<file path="config.mk">
export PLATFORM = sky130hd
export DESIGN_NAME = acs_pm_array
export DESIGN_NICKNAME = d
export VERILOG_FILES = /design/src/rtl/acs_pm_array.sv
export SDC_FILE = /design/constraint.sdc
export NUM_CORES = 1
export LEC_CHECK = 0
export ABC_AREA = 1
export CORE_MARGIN = 4
export CORE_UTILIZATION = 29
export CTS_CLUSTER_SIZE = 8
export DETAILED_ROUTE_END_ITERATION = 8
export DONT_BUFFER_PORTS = 1
export PLACE_DENSITY = 0.42
export SLEW_MARGIN = 10
export SYNTH_ARGS = -nofsm -noshare
export SYNTH_HDL_FRONTEND = slang
export SYNTH_SLANG_ARGS = --single-unit
</file>
<file path="constraint.sdc">
create_clock -name clk -period 13.8 [get_ports clk]
set_input_delay 3.45 -clock clk [delete_from_list [all_inputs] [get_ports clk]]
set_output_delay 3.45 -clock clk [all_outputs]
set_load 0.005 [all_outputs]
</file>
<file path="src/rtl/acs_pm_array.sv">
// Add-compare-select stage with path-metric register bank for an 8-state
// rate-1/2 Viterbi decoder. Each valid symbol updates every path metric and
// produces one survivor decision bit per state, the best state and a
// normalisation flag. Single-cycle latency, full-rate throughput.
module acs_pm_array #(
  parameter  int NUM_STATES = 8,
  parameter  int BM_W       = 2,
  parameter  int PM_W       = 8,
  parameter  int INIT_PM    = 16,
  localparam int ST_W       = $clog2(NUM_STATES)
) (
  input  logic                       clk,
  input  logic                       rst,
  input  logic                       start,
  input  logic                       in_valid,
  input  logic [NUM_STATES*BM_W-1:0] bm0_bus,
  input  logic [NUM_STATES*BM_W-1:0] bm1_bus,
  output logic [NUM_STATES-1:0]      dec_out,
  output logic                       dec_valid,
  output logic [ST_W-1:0]            best_state,
  output logic                       norm_pulse,
  output logic [NUM_STATES*PM_W-1:0] pm_bus
);

  // Frame-start metric: state 0 is the known starting state, all others
  // begin with a penalty so the trellis converges from state 0.
  function automatic logic [PM_W-1:0] rst_pm(input int s);
    return (s == 0) ? '0 : PM_W'(INIT_PM);
  endfunction

  logic [PM_W-1:0]       pm_reg  [NUM_STATES];
  logic [PM_W-1:0]       old_pm  [NUM_STATES];
  logic [PM_W-1:0]       acs_pm  [NUM_STATES];
  logic [PM_W-1:0]       pm_next [NUM_STATES];
  logic [NUM_STATES-1:0] dec_next;
  logic [NUM_STATES-1:0] msb_vec;
  logic                  norm_next;
  logic [ST_W-1:0]       best_next;
  logic [PM_W-1:0]       best_pm;

  logic [NUM_STATES-1:0] dec_reg;
  logic                  dec_valid_reg;
  logic [ST_W-1:0]       best_reg;
  logic                  norm_reg;

  // Metrics only carry the MSB when every state has crossed the halfway
  // point, so clearing it preserves all metric differences.
  assign norm_next = &msb_vec;

  genvar gi;
  generate
    for (gi = 0; gi < NUM_STATES; gi++) begin : g_acs
      localparam int P0 = (2 * gi) % NUM_STATES;
      localparam int P1 = P0 + 1;
      logic [PM_W:0] c0;
      logic [PM_W:0] c1;
      logic [PM_W:0] cmin;

      // start forces the reset metrics as the predecessors of this symbol
      assign old_pm[gi] = start ? rst_pm(gi) : pm_reg[gi];

      assign c0 = {1'b0, old_pm[P0]} + (PM_W+1)'(bm0_bus[gi*BM_W +: BM_W]);
      assign c1 = {1'b0, old_pm[P1]} + (PM_W+1)'(bm1_bus[gi*BM_W +: BM_W]);

      // Ties resolve to the even predecessor
      assign dec_next[gi] = (c1 < c0);
      assign cmin         = dec_next[gi] ? c1 : c0;
      assign acs_pm[gi]   = cmin[PM_W] ? '1 : cmin[PM_W-1:0];
      assign msb_vec[gi]  = acs_pm[gi][PM_W-1];
      assign pm_next[gi]  = norm_next ? {1'b0, acs_pm[gi][PM_W-2:0]} : acs_pm[gi];

      assign pm_bus[gi*PM_W +: PM_W] = pm_reg[gi];
    end
  endgenerate

  // Minimum search over pre-normalisation metrics; strict compare keeps the
  // lowest index on ties.
  always_comb begin
    best_next = '0;
    best_pm   = acs_pm[0];
    for (int i = 1; i < NUM_STATES; i++) begin
      if (acs_pm[i] < best_pm) begin
        best_pm   = acs_pm[i];
        best_next = ST_W'(i);
      end
    end
  end

  // Path-metric bank: load ACS result per symbol, reload on frame start.
  always_ff @(posedge clk or posedge rst) begin
    if (rst) begin
      for (int i = 0; i < NUM_STATES; i++) pm_reg[i] <= rst_pm(i);
    end else if (in_valid) begin
      for (int i = 0; i < NUM_STATES; i++) pm_reg[i] <= pm_next[i];
    end else if (start) begin
      for (int i = 0; i < NUM_STATES; i++) pm_reg[i] <= rst_pm(i);
    end
  end

  // Decision/status outputs: captured per symbol, strobes last one cycle.
  always_ff @(posedge clk or posedge rst) begin
    if (rst) begin
      dec_reg       <= '0;
      dec_valid_reg <= 1'b0;
      best_reg      <= '0;
      norm_reg      <= 1'b0;
    end else if (in_valid) begin
      dec_reg       <= dec_next;
      dec_valid_reg <= 1'b1;
      best_reg      <= best_next;
      norm_reg      <= norm_next;
    end else begin
      dec_valid_reg <= 1'b0;
      norm_reg      <= 1'b0;
    end
  end

  assign dec_out    = dec_reg;
  assign dec_valid  = dec_valid_reg;
  assign best_state = best_reg;
  assign norm_pulse = norm_reg;

endmodule

</file>
==> flow_summary.toml, run 1 <==
[timing]
hold_viol = 0
min_period_over_period = 0.945
fin_ws_ns = 0.764
tightest_slew_ns = 0.800
setup_tns_ns = 0
holdWs_ns = 0.523
fmax_ghz = 0.0767
min_period_ns = 13.04
slew_headroom = 0.467
slew_viol_final = 0
setup_violations = 0
fin_skew_ns = 0.0134

[critical_path]
critical_path_class = "primary input to flop"
crit_slowest_cell = "ha_1"
worstRegToRegCells = 76
r2r_slack_ns = 3.33
cp.required_ns = 14.10
cp-end-kind = "flop"
critPathLaunch = "start"
max_stage_delay_ns = 0.35
cp.arrival_ns = 13.34
crit_top_cell = "nand2_1"
start_kind = "primary input"
r2r-end = "best_state[1]"
r2r_start = "pm_bus[9]"
crit_path_max_fanout = 63

[synth]
netlist_top_cells_area = "ha_1 17%, dfrtp_1 17%, nand2_1 13%"
synth_nets = 1758
yosysSeqAreaShare = 0.189
yosysTopAreaCell = "ha_1"
ys_warn_count = 0
syn_area_um2 = 10300
synth.top_cell.area_share = 0.173
synth_edf_count = 0
syn_avg_cell_area_um2 = 6.53
yosys.cell_types.count = 43
synth_top_flop_cell = "dfrtp_1"
async_flop_share = 1.00
syn_inst = 1572
ys_ff_latch = 77

[global_route]
grt_pass1_vias = 10200
grt-busiest-layer = "met2"
use_met3 = 0.0385
grt_pass1_wl_mm = 59.9
grt_use_met1 = 0.269
antenna_found_initial = 0
overflow = 0
grt_use_total = 0.201
grtUsageMet2 = 0.343
grt_max_degree = 64

[floorplanning]
start_util = 0.296
dieArea_um2 = 38500
row_count = 68
die_width_um = 196
die_h_um = 196
ios = 113
coreArea_um2 = 34700

[routing]
vias = 10100
drtPass1Iterations = 5
ant_nets = 0
wire_per_inst_um = 18.1
drtIter0Drc = 518
drt-vias-per-instance = 4.71
drc = 0
routed_wl_mm = 38.7

[cts]
cts_buffers = 9
clk_path_buf_depth = 2
h-tree-depth = 3
cts_tree = "built"
clk_pin_slew_ns = 0.07
cts_root_buf = "clkbuf_16"
cts.sinks = 77
worstSkewPairLatency_ns = 0.37

[finish]
largest_reg_flops = 64
diodes = 0
drive_above_1_share = 0.167
fillCellCount = 3840
syn_to_final_growth_pct = 19.5
nets = 1869

[place]
routabilityCongestion = 0.884
hpwlAfterDp_mm = 31.6
io_buffer_count = 0
post-place-ws_ns = -0.355

[hold_path]
hold_path_end = "dec_out[0]"
hold_depth = 2
hold_start = "dec_out[0]"
hold_class = "flop to flop"

[outcome]
status = "completed"

[flow_run]
drv_cap = 0
placed cells by master, fill, tap and decap left out, types with 32 or more instances in the layout:
master	n
nand2_1	352
inv_1	264
nor2_1	146
ha_1	138
buf_4	128
o21ai_0	102
dfrtp_1	70
xor2_1	64
nand3_1	60
a21oi_1	55
o22ai_1	32
final cells by class:
| class | instances | area (um^2) | area share |
|---|---|---|---|
| multi-input cells | 1184 | 7400 | 0.603 |
| flip-flops and latches | 77 | 1940 | 0.158 |
| inverters | 283 | 1070 | 0.0869 |
| repair buffers | 128 | 961 | 0.0784 |
| well taps | 455 | 569 | 0.0464 |
| clock buffers | 14 | 294 | 0.0240 |
| clock inverters | 2 | 37.5 | 0.00306 |
synthesized netlist by cell type (8+ instances only):
library cell / instances
a211oi_1: 14
a21oi_1: 59
clkbuf_1: 26
dfrtp_1: 70
fa_1: 8
ha_1: 142
inv_1: 272
nand2_1: 358
nand2_2: 18
nand3_1: 64
nor2_1: 159
nor2_2: 9
nor3_1: 27
o211ai_1: 19
o21ai_0: 126
o22ai_1: 32
or2_2: 18
xnor2_1: 9
xor2_1: 65
through the flow:
stage,instance area (um^2),util,std cells
floorplan,10500,-,1572
global placement,11600,0.334,2099
detailed placement,11600,0.334,2099
CTS,11900,0.344,2115
global route,12300,0.353,2143
finish,12300,0.353,2143
routing by layer:
metal	vias to the layer above	share of wire
met1	4633	0.47
met4	0	0.011
met2	141	0.48
li1	5295	-
met5	-	0
met3	19	0.043
logic make-up (layout without fill, tap and decap cells):
kind of cell             after synthesis  count (layout)  synth area share
flip-flops                            77              77             0.189
AO/OA/AOI/OAI                        279             279             0.156
adder cells (fa/ha/maj)              150             150             0.189
buffers and inverters                317             427             0.119
AND/OR/NAND/NOR                      675             681             0.284
XOR/XNOR                              74              74            0.0632
how the worst max path moves through the flow:
stage | cells after the start | slack [ns] | to
after floorplan | 76 | -0.50 | best_state[1]
after global placement | 71 | -0.03 | best_state[1]
after detailed placement | 69 | -0.35 | best_state[1]
after CTS | 69 | 0.02 | best_state[1]
after global routing | 84 | -0.03 | best_state[1]
final | 76 | 0.76 | best_state[1]
worst max-delay path: cells and delay by family:
family / cells / cell delay (ns)
adders and majority gates: 9 / 2.51
xor gates and xnor gates: 1 / 0.17
AOI/OAI and AO/OA: 18 / 2.83
buffers and inverters: 13 / 1.38
and+or+nand+nor: 35 / 2.96
what timing repair did:
action	4_1_cts	5_1_grt
endpoints found under the setup margin	0	3
buffers inserted	0	22
gates resized for setup	0	48
hold buffers	0	0
Power of run 1 is not shown: default switching activity piles up to over one toggle a cycle in this logic, so the estimate is an artifact.
==> inputs of run 2 (changes only) <==
--- a/config.mk
+++ b/config.mk
@@ -10,8 +10,7 @@
 export CORE_UTILIZATION = 29
 export CTS_CLUSTER_SIZE = 8
 export DETAILED_ROUTE_END_ITERATION = 8
-export DONT_BUFFER_PORTS = 1
-export PLACE_DENSITY = 0.42
+export PLACE_DENSITY = 0.46
 export SLEW_MARGIN = 10
 export SYNTH_ARGS = -nofsm -noshare
 export SYNTH_HDL_FRONTEND = slang
==> run 2 against run 1 <==
Compared with the run above: routed wire length up 1.8%; non-clock buffer count up 196; register-to-register slack better by 0.05 ns; clock skew down 0.0027 ns; first-iteration DRC count up 21%; clock-buffer cell count down 1; sequential share of layout area down 2.3 points; critical path type unchanged; die area unchanged; global-route usage about the same; cell area up 17%.
==> flow_summary.toml, run 2 (same netlist as run 1, synthesis figures left out) <==
[critical_path]
cp-end-kind = "flop"
critPathLaunch = "start"
start_kind = "primary input"
r2r_slack_ns = 3.38
crit_slowest_cell = "ha_1"
endpoint = "best_state[1]"
crit_top_cell = "nand2_1"
r2r_start = "pm_bus[9]"
crit_path_max_fanout = 14
critical_path_class = "primary input to flop"
cp.arrival_ns = 13.56
max_stage_delay_ns = 0.34
r2r-end = "best_state[1]"
worstRegToRegCells = 75
cp.depth = 73
crit_family = "simple AND/OR/NAND/NOR gates"
cp.required_ns = 14.10
path_buf_inv = 10

[timing]
fmax_ghz = 0.0754
slew_viol_final = 0
min_period_over_period = 0.961
setup_violations = 0
tightest_slew_ns = 0.921
fin_skew_ns = 0.0108
slew_headroom = 0.381
min_period_ns = 13.26
hold_viol = 0

[outcome]
status = "completed"

[routing]
drtPass1Iterations = 5
drtIter0Drc = 625
ant_nets = 0
vias = 11000
wire_per_inst_um = 16.8
drt-vias-per-instance = 4.70
drc = 0
routed_wl_mm = 39.4

[cts]
worstSkewPairLatency_ns = 0.37
h-tree-depth = 3
clk_path_buf_depth = 2
cts_buffers = 9
cts.sinks = 77
cts_tree = "built"
cts_root_buf = "clkbuf_16"
clk_pin_slew_ns = 0.07

[floorplanning]
ios = 113
die_h_um = 196
start_util = 0.296
dieArea_um2 = 38500
die_width_um = 196
row_count = 68
coreArea_um2 = 34700

[global_route]
grt_use_total = 0.201
antenna_found_initial = 0
overflow = 0
grt_max_degree = 68
grt_pass1_vias = 10800
grt_pass1_wl_mm = 60.4

[place]
hpwlAfterDp_mm = 31.8
io_buffer_count = 112
place_inst = 2276
routabilityCongestion = 0.898

[finish]
syn_to_final_growth_pct = 40.0
nets = 2065
layout_commonest_cell = "nand2_1"
final_cells = 2339
final_cell_mix = "335 x nand2_1, 258 x inv_1, 209 x buf_4, 140 x nor2_1, 126 x ha_1"
fillCellCount = 3743
largest_reg_flops = 64
drive_above_1_share = 0.231

[flow_run]
drv_cap = 0

[hold_path]
hold_class = "flop to flop"
==> run 2: layer usage <==
layer  vias up  GRT usage  share of wire
met5         -          0              0
met1      5090      0.267           0.47
met4         0     0.0471          0.022
li1       5693          -              -
met2       171      0.343           0.48
met3        43     0.0314          0.032
==> run 2: area by class of cell <==
| cell class | count | area (um^2) | share of cell area |
|---|---|---|---|
| repair buffers | 324 | 2730 | 0.190 |
| diodes | 1 | 2.50 | 0.000174 |
| well taps | 455 | 569 | 0.0396 |
| inverters | 283 | 1070 | 0.0747 |
| flip-flops and latches | 77 | 1940 | 0.135 |
| clock inverters | 2 | 10.0 | 0.000697 |
| multi-input cells | 1184 | 7790 | 0.542 |
| clock buffers | 13 | 250 | 0.0174 |
==> run 2: worst min path at each step <==
stage / end / start / slack [ns] / cells after the start
CTS: dec_out[4] / dec_out[4] / 0.49 / 2
detailed placement: dec_out[4] / dec_out[4] / 0.48 / 2
finish: dec_out[6] / dec_out[6] / 0.48 / 2
floorplan: dec_out[0] / dec_out[0] / 0.48 / 2
global route: dec_out[6] / dec_out[6] / 0.51 / 2
global placement: dec_out[6] / dec_out[6] / 0.48 / 2
==> run 2: per-stage QoR <==
stage                     utilization  cell area [um^2]  setup slack, ns  TNS (ns)  hold slack, ns
after CTS                       0.389             13500         0.000683         0           0.495
after global routing            0.414             14400           -0.156    -0.452           0.515
after detailed placement        0.380             13200           -0.721     -2.09           0.479
after floorplan                     -             10500           -0.500     -1.47           0.476
final                           0.414             14400            0.540         0           0.485
after global placement          0.380             13200           -0.365     -1.07           0.475
==> run 2: repair_timing <==
| action | in CTS | in global routing |
|---|---|---|
| gates cloned | 0 | 6 |
| setup endpoints to repair | 3 | 3 |
| resized for setup | 8 | 141 |
| setup buffers | 2 | 39 |
| pin swaps | 3 | 57 |
| hold buffers | 0 | 0 |
==> run 2: tightest hold or removal path, cell delays in order (launching register included) <==
cell,delay [ns]
dfrtp_1,0.35
nand2_1,0.05
o21ai_0,0.05
Power of run 2 is left out for the same reason.
